**src/rtl/aes_pkg.sv**
```systemverilog
// Shared AES definitions: S-box, word helpers and key-schedule state type.
// Used by the cipher datapath and the key-schedule generator.
package aes_pkg;

    typedef enum logic {
        IDLE,
        EXPAND
    } key_exp_state_t;

    // Entry 0 sits in the leftmost byte
    localparam logic [0:255][7:0] SBOX = {
        128'h637c777bf26b6fc53001672bfed7ab76,
        128'hca82c97dfa5947f0add4a2af9ca472c0,
        128'hb7fd9326363ff7cc34a5e5f171d83115,
        128'h04c723c31896059a071280e2eb27b275,
        128'h09832c1a1b6e5aa0523bd6b329e32f84,
        128'h53d100ed20fcb15b6acbbe394a4c58cf,
        128'hd0efaafb434d338545f9027f503c9fa8,
        128'h51a3408f929d38f5bcb6da2110fff3d2,
        128'hcd0c13ec5f974417c4a77e3d645d1973,
        128'h60814fdc222a908846eeb814de5e0bdb,
        128'he0323a0a4906245cc2d3ac629195e479,
        128'he7c8376d8dd54ea96c56f4ea657aae08,
        128'hba78252e1ca6b4c6e8dd741f4bbd8b8a,
        128'h703eb5664803f60e613557b986c11d9e,
        128'he1f8981169d98e949b1e87e9ce5528df,
        128'h8ca1890dbfe6426841992d0fb054bb16
    };

    function automatic logic [7:0] sbox(input logic [7:0] b);
        return SBOX[b];
    endfunction

    function automatic logic [31:0] rot_word(input logic [31:0] w);
        return {w[23:0], w[31:24]};
    endfunction

    function automatic logic [31:0] sub_word(input logic [31:0] w);
        return {sbox(w[31:24]), sbox(w[23:16]),
                sbox(w[15:8]), sbox(w[7:0])};
    endfunction

    function automatic logic [7:0] xtime(input logic [7:0] b);
        return {b[6:0], 1'b0} ^ (b[7] ? 8'h1b : 8'h00);
    endfunction

endpackage

```
**src/rtl/aes_key_word.sv**
```systemverilog
// Next key-schedule word from w[i-Nk], w[i-1], phase and rcon.
// One shared SubWord instance serves both the rcon and Nk=8 mid-key steps.
module aes_key_word
    import aes_pkg::*;
#(
    parameter int Nk = 4
) (
    input  logic [31:0] w_nk,
    input  logic [31:0] w_prev,
    input  logic [2:0]  p,
    input  logic [7:0]  rcon,
    output logic [31:0] w_next
);

    logic [31:0] sub_in;
    logic [31:0] sub_out;
    logic [31:0] t;

    always_comb begin
        sub_in  = (p == 3'd0) ? rot_word(w_prev) : w_prev;
        sub_out = sub_word(sub_in);
        t       = w_prev;
        if (p == 3'd0) begin
            t = sub_out ^ {rcon, 24'h0};
        end else if (Nk == 8 && p == 3'd4) begin
            t = sub_out;
        end
        w_next = w_nk ^ t;
    end

endmodule

```
**src/rtl/aes_key_expand.sv**
```systemverilog
// Iterative AES key schedule: one expanded word per cycle into a register
// file that feeds the cipher round keys directly.
module aes_key_expand
    import aes_pkg::*;
#(
    parameter int Nk = 4,
    parameter int Nr = Nk + 6
) (
    input  logic              clk,
    input  logic              rst_n,
    input  logic              key_valid,
    output logic              key_ready,
    input  logic [32*Nk-1:0]  key,
    output logic [31:0]       rkey [4*(Nr+1)],
    output logic              rkey_valid,
    output logic              busy
);

    localparam int NW = 4 * (Nr + 1);
    localparam int IW = $clog2(NW);

    key_exp_state_t state;
    logic [IW-1:0]  idx;
    logic [2:0]     p;
    logic [7:0]     rcon;
    logic [31:0]    w_next;

    assign key_ready = (state == IDLE);

    aes_key_word #(
        .Nk (Nk)
    ) u_word (
        .w_nk   (rkey[idx - IW'(Nk)]),
        .w_prev (rkey[idx - IW'(1)]),
        .p      (p),
        .rcon   (rcon),
        .w_next (w_next)
    );

    always_ff @(posedge clk or negedge rst_n) begin
        if (!rst_n) begin
            state      <= IDLE;
            idx        <= '0;
            p          <= '0;
            rcon       <= 8'h01;
            rkey_valid <= 1'b0;
            busy       <= 1'b0;
            for (int k = 0; k < NW; k++) rkey[k] <= '0;
        end else begin
            unique case (state)
                IDLE: begin
                    if (key_valid) begin
                        for (int j = 0; j < Nk; j++)
                            rkey[j] <= key[32*j +: 32];
                        idx        <= IW'(Nk);
                        p          <= '0;
                        rcon       <= 8'h01;
                        rkey_valid <= 1'b0;
                        busy       <= 1'b1;
                        state      <= EXPAND;
                    end
                end
                EXPAND: begin
                    rkey[idx] <= w_next;
                    idx       <= idx + IW'(1);
                    p         <= (p == 3'(Nk - 1)) ? 3'd0 : p + 3'd1;
                    if (p == 3'd0) rcon <= xtime(rcon);
                    if (idx == IW'(NW - 1)) begin
                        state      <= IDLE;
                        busy       <= 1'b0;
                        rkey_valid <= 1'b1;
                    end
                end
                default: state <= IDLE;
            endcase
        end
    end

endmodule

```
**config.mk**
```make
export PLATFORM = sky130hd
export DESIGN_NAME = aes_key_expand
export DESIGN_NICKNAME = d
export VERILOG_FILES = /design/src/rtl/aes_pkg.sv /design/src/rtl/aes_key_word.sv /design/src/rtl/aes_key_expand.sv
export SDC_FILE = /design/constraint.sdc
export NUM_CORES = 2
export LEC_CHECK = 0
export BUFFER_PORTS_ARGS = -buffer_cell sky130_fd_sc_hd__buf_4
export CAP_MARGIN = 20
export CORE_AREA = 2 2 603 605
export DETAILED_ROUTE_END_ITERATION = 8
export DIE_AREA = 0 0 605 607
export PLACE_DENSITY = 0.53
export SYNTH_ARGS = -nofsm -noshare
export SYNTH_HDL_FRONTEND = slang
export SYNTH_SLANG_ARGS = --single-unit
```
**constraint.sdc**
```tcl
create_clock -name clk -period 9.4 [get_ports clk]
set_input_delay 0 -clock clk [delete_from_list [all_inputs] [get_ports clk]]
set_output_delay 0 -clock clk [all_outputs]
set_load 0.01 [all_outputs]
```
==> results.md <==
* Initial Util at 0.248
* Worst slew pin tran at 1270 ps
* H-Tree Depth at 4
* Post-route ant nets at 0
* Input/output buffers at 1541
* Clk buf depth at 4
* Period utilization at 0.945
* Maxcap violations at 0
* Core ar. at 361000 um^2
* Avg Synthesized Cell Area at between 8 and 9 um^2
* Seq/Total Area, Yosys at 0.399
* Most common cell after layout, fill and taps aside: buf_4
* Share of layout cells above drive strength 1 at 0.274
* Post-route DRC at 0
* Failing checks: negative hold slack
* Critical path launch point type: flip-flop
* Synth area leaders: dfrtp_1 (40%), mux4_2 (9.0%), o21ai_0 (7.6%)
* Async SR Flop Fraction at 1.00
* CTS resizes at 0
* Post-synthesis register bit count at 1428
* Final Max Tran Viols at 0
* Post-Synthesis Cells at 10000
* Hold violation count in the final report at 2
* Fillers at 38000
* Site Rows at 221
* Area Overhead vs Synth at 31.4%
* Top delay family on crit path: simple AND/OR/NAND/NOR gates
* # setup viols final at 0
* CP max stage delay at 930 ps
* CTS tree: done
* Setup tns final at 0 ps
* Largest net degree at the start of global routing at 158
* CP arrival at 9580 ps
* Grt ovf at 0
* Crit-path cells: inv_4 > buf_4 > buf_4 > mux4_2 > a211oi_1 > nor4_1 > nand2b_1 > and2_1 > ha_1 > buf_4 > nor2_1 > nor2_1 > a31oi_1 > o22ai_1 > nor4_1 > o41ai_2 > xnor2_2 > buf_12 > o21ai_0
* Overall routing resource usage at 0.411
* Clock-pin transition on the worst setup and hold timing paths at 60 ps
* Status: complete, but fails checks
* CP required at 10100 ps
* Die height at 607 um
* R2R Setup Slk at 520 ps
* CTS Buf Count at ~180
* Vias in the first global route at 94700
* EDFF count, synth at 0
* CP endpoint kind: flip-flop
* Clk_lat worst skew at 980 ps
* Average wire per standard cell at roughly 47 um
* Largest area contributor in the netlist: dfrtp_1
* Post-Syn Area at 89500 um^2
* RSZ-0062 raised after global routing: no
* Commonest non-fill, non-tap cells in the layout: buf_4 (2111), nand2_1 (1662), dfrtp_1 (1423)
* Vias per std cell at approximately 6.4
* Max-slew headroom at 0.147
* Post-Route Skew at around 130 ps
* First-pass GRT wire length at 1010000 um
* # IOs at 1542
* Most frequent CP cell: buf_4
* Dpl hpwl at 597000 um
* Gp weighted congestion at 1.10
* Die width at approximately 600 um
* Die area at between 300000 and 400000 um^2
* Hold Slack at -12.0 ps
* Fin nets at 11800
* Postcts setup bufs at 0
* FMAX at 113 MHz
* Slowest CP cell: buf_4
* Post-CTS Hold Fix Bufs at 226
* Clock Sinks at around 1400
* TritonRoute pass-1 iters at 8
* Yosys cell types at 117
* Initial antenna violation count at 91
* WP buf/inv at 5
* HP Class: primary input to flip-flop
* Root buffer cell: clkbuf_16
* Top cell type's share of synthesized area at 0.399
* Synth warnings at 0
* Routed WL at a little under 800000 um
* Class of the most critical setup path: flip-flop to flip-flop
* Via count at 106000
* Syn_nets at between 10000 and 15000
* Maximum fanout along the worst path at 28
* DRT iter0 DRCs at 16800
* Min Clock Period, post-route at 8880 ps
* Synth Flop Type: dfrtp_1
## path summary, 6_finish.rpt
kind,depth (start not counted),endpoint,start
max in group asynchronous,5,rkey[1382]$_DFFE_PN0P_,rst_n
min,4,rkey[1324]$_DFFE_PN0P_,key[76]
max reg2reg,19,rkey[1046]$_DFFE_PN0P_,idx[0]$_DFFE_PN0P_
min reg2reg,2,rkey_valid$_DFFE_PN0P_,rkey_valid$_DFFE_PN0P_
min in group asynchronous,4,rkey[855]$_DFFE_PN0P_,rst_n
max,19,rkey[1046]$_DFFE_PN0P_,idx[0]$_DFFE_PN0P_
## sequential cells by signal (all words and copies together), names as in the netlist
name,count
rkey,1408
rcon,8
idx,6
p,3
busy,1
rkey_valid,1
state,1
## worst register-to-register path: stages, from the launching register on
cell      delay [ps]
dfrtp_4          600
inv_4            110
buf_4            620
buf_4            950
mux4_2           760
a211oi_1         840
nor4_1           110
nand2b_1         440
and2_1           660
ha_1             530
buf_4            290
nor2_1           470
nor2_1           280
a31oi_1          530
o22ai_1          220
nor4_1           380
o41ai_2          170
xnor2_2          230
buf_12           270
o21ai_0          170
## logic make-up after synthesis
| group | after synthesis | synth area share |
|---|---|---|
| adders and majority gates | 63 | 0.00880 |
| DFF | 1428 | 0.399 |
| xor gates and xnor gates | 45 | 0.00482 |
| muxes | 805 | 0.142 |
| AOI/OAI and AO/OA | 3591 | 0.246 |
| buffers and inverters | 1083 | 0.0575 |
| and+or+nand+nor | 3021 | 0.142 |
## synthesized netlist by cell type, drive strengths merged (65+ instances only)
master  instances
mux2          159
a22oi         148
a211oi        108
o221ai         65
nor2          663
mux2i         290
clkbuf        555
a221oi         89
nor3          164
nand2        1716
dfrtp        1427
o22ai         450
o31ai          79
nor4           88
a31oi         117
buf           475
a21oi         438
mux4          356
o21ai        1598
o211ai         95
nand3         210
## per-stage QoR
stage	instance area (um^2)	setup slack, ps	utilization	hold slack, ps	std cells
3_3_place_gp	109000	1020	0.302	38.9	16000
5_1_grt	118000	753	0.326	7.21	16600
3_5_place_dp	109000	1130	0.302	53.6	16000
6_report	118000	521	0.326	-12.0	16600
2_1_floorplan	89500	1910	-	-296	10000
4_1_cts	117000	1090	0.325	0.504	16500
## layout make-up
class,count,area (um^2),area share
antenna,66,165,0.00140
clock buffer,243,4950,0.0421
clock inverter,75,1080,0.00917
inverter,53,211,0.00180
multi-input combinational,7525,50000,0.425
sequential,1428,35700,0.304
tap,4794,6000,0.0510
timing repair buffer,2410,19500,0.166
## metal layers
| metal | up-vias | global-route usage | wire (um) |
|---|---|---|---|
| li1 | 40700 | - | - |
| met1 | 53400 | 0.488 | 281000 |
| met2 | 9192 | 0.574 | 315000 |
| met3 | 2257 | 0.175 | 107000 |
| met4 | 30 | 0.337 | 81200 |
| met5 | - | 0 | 195 |
Power is left out: the tool's default activity adds up to more than one toggle a clock period on the data nets, which glitch-free logic cannot reach.
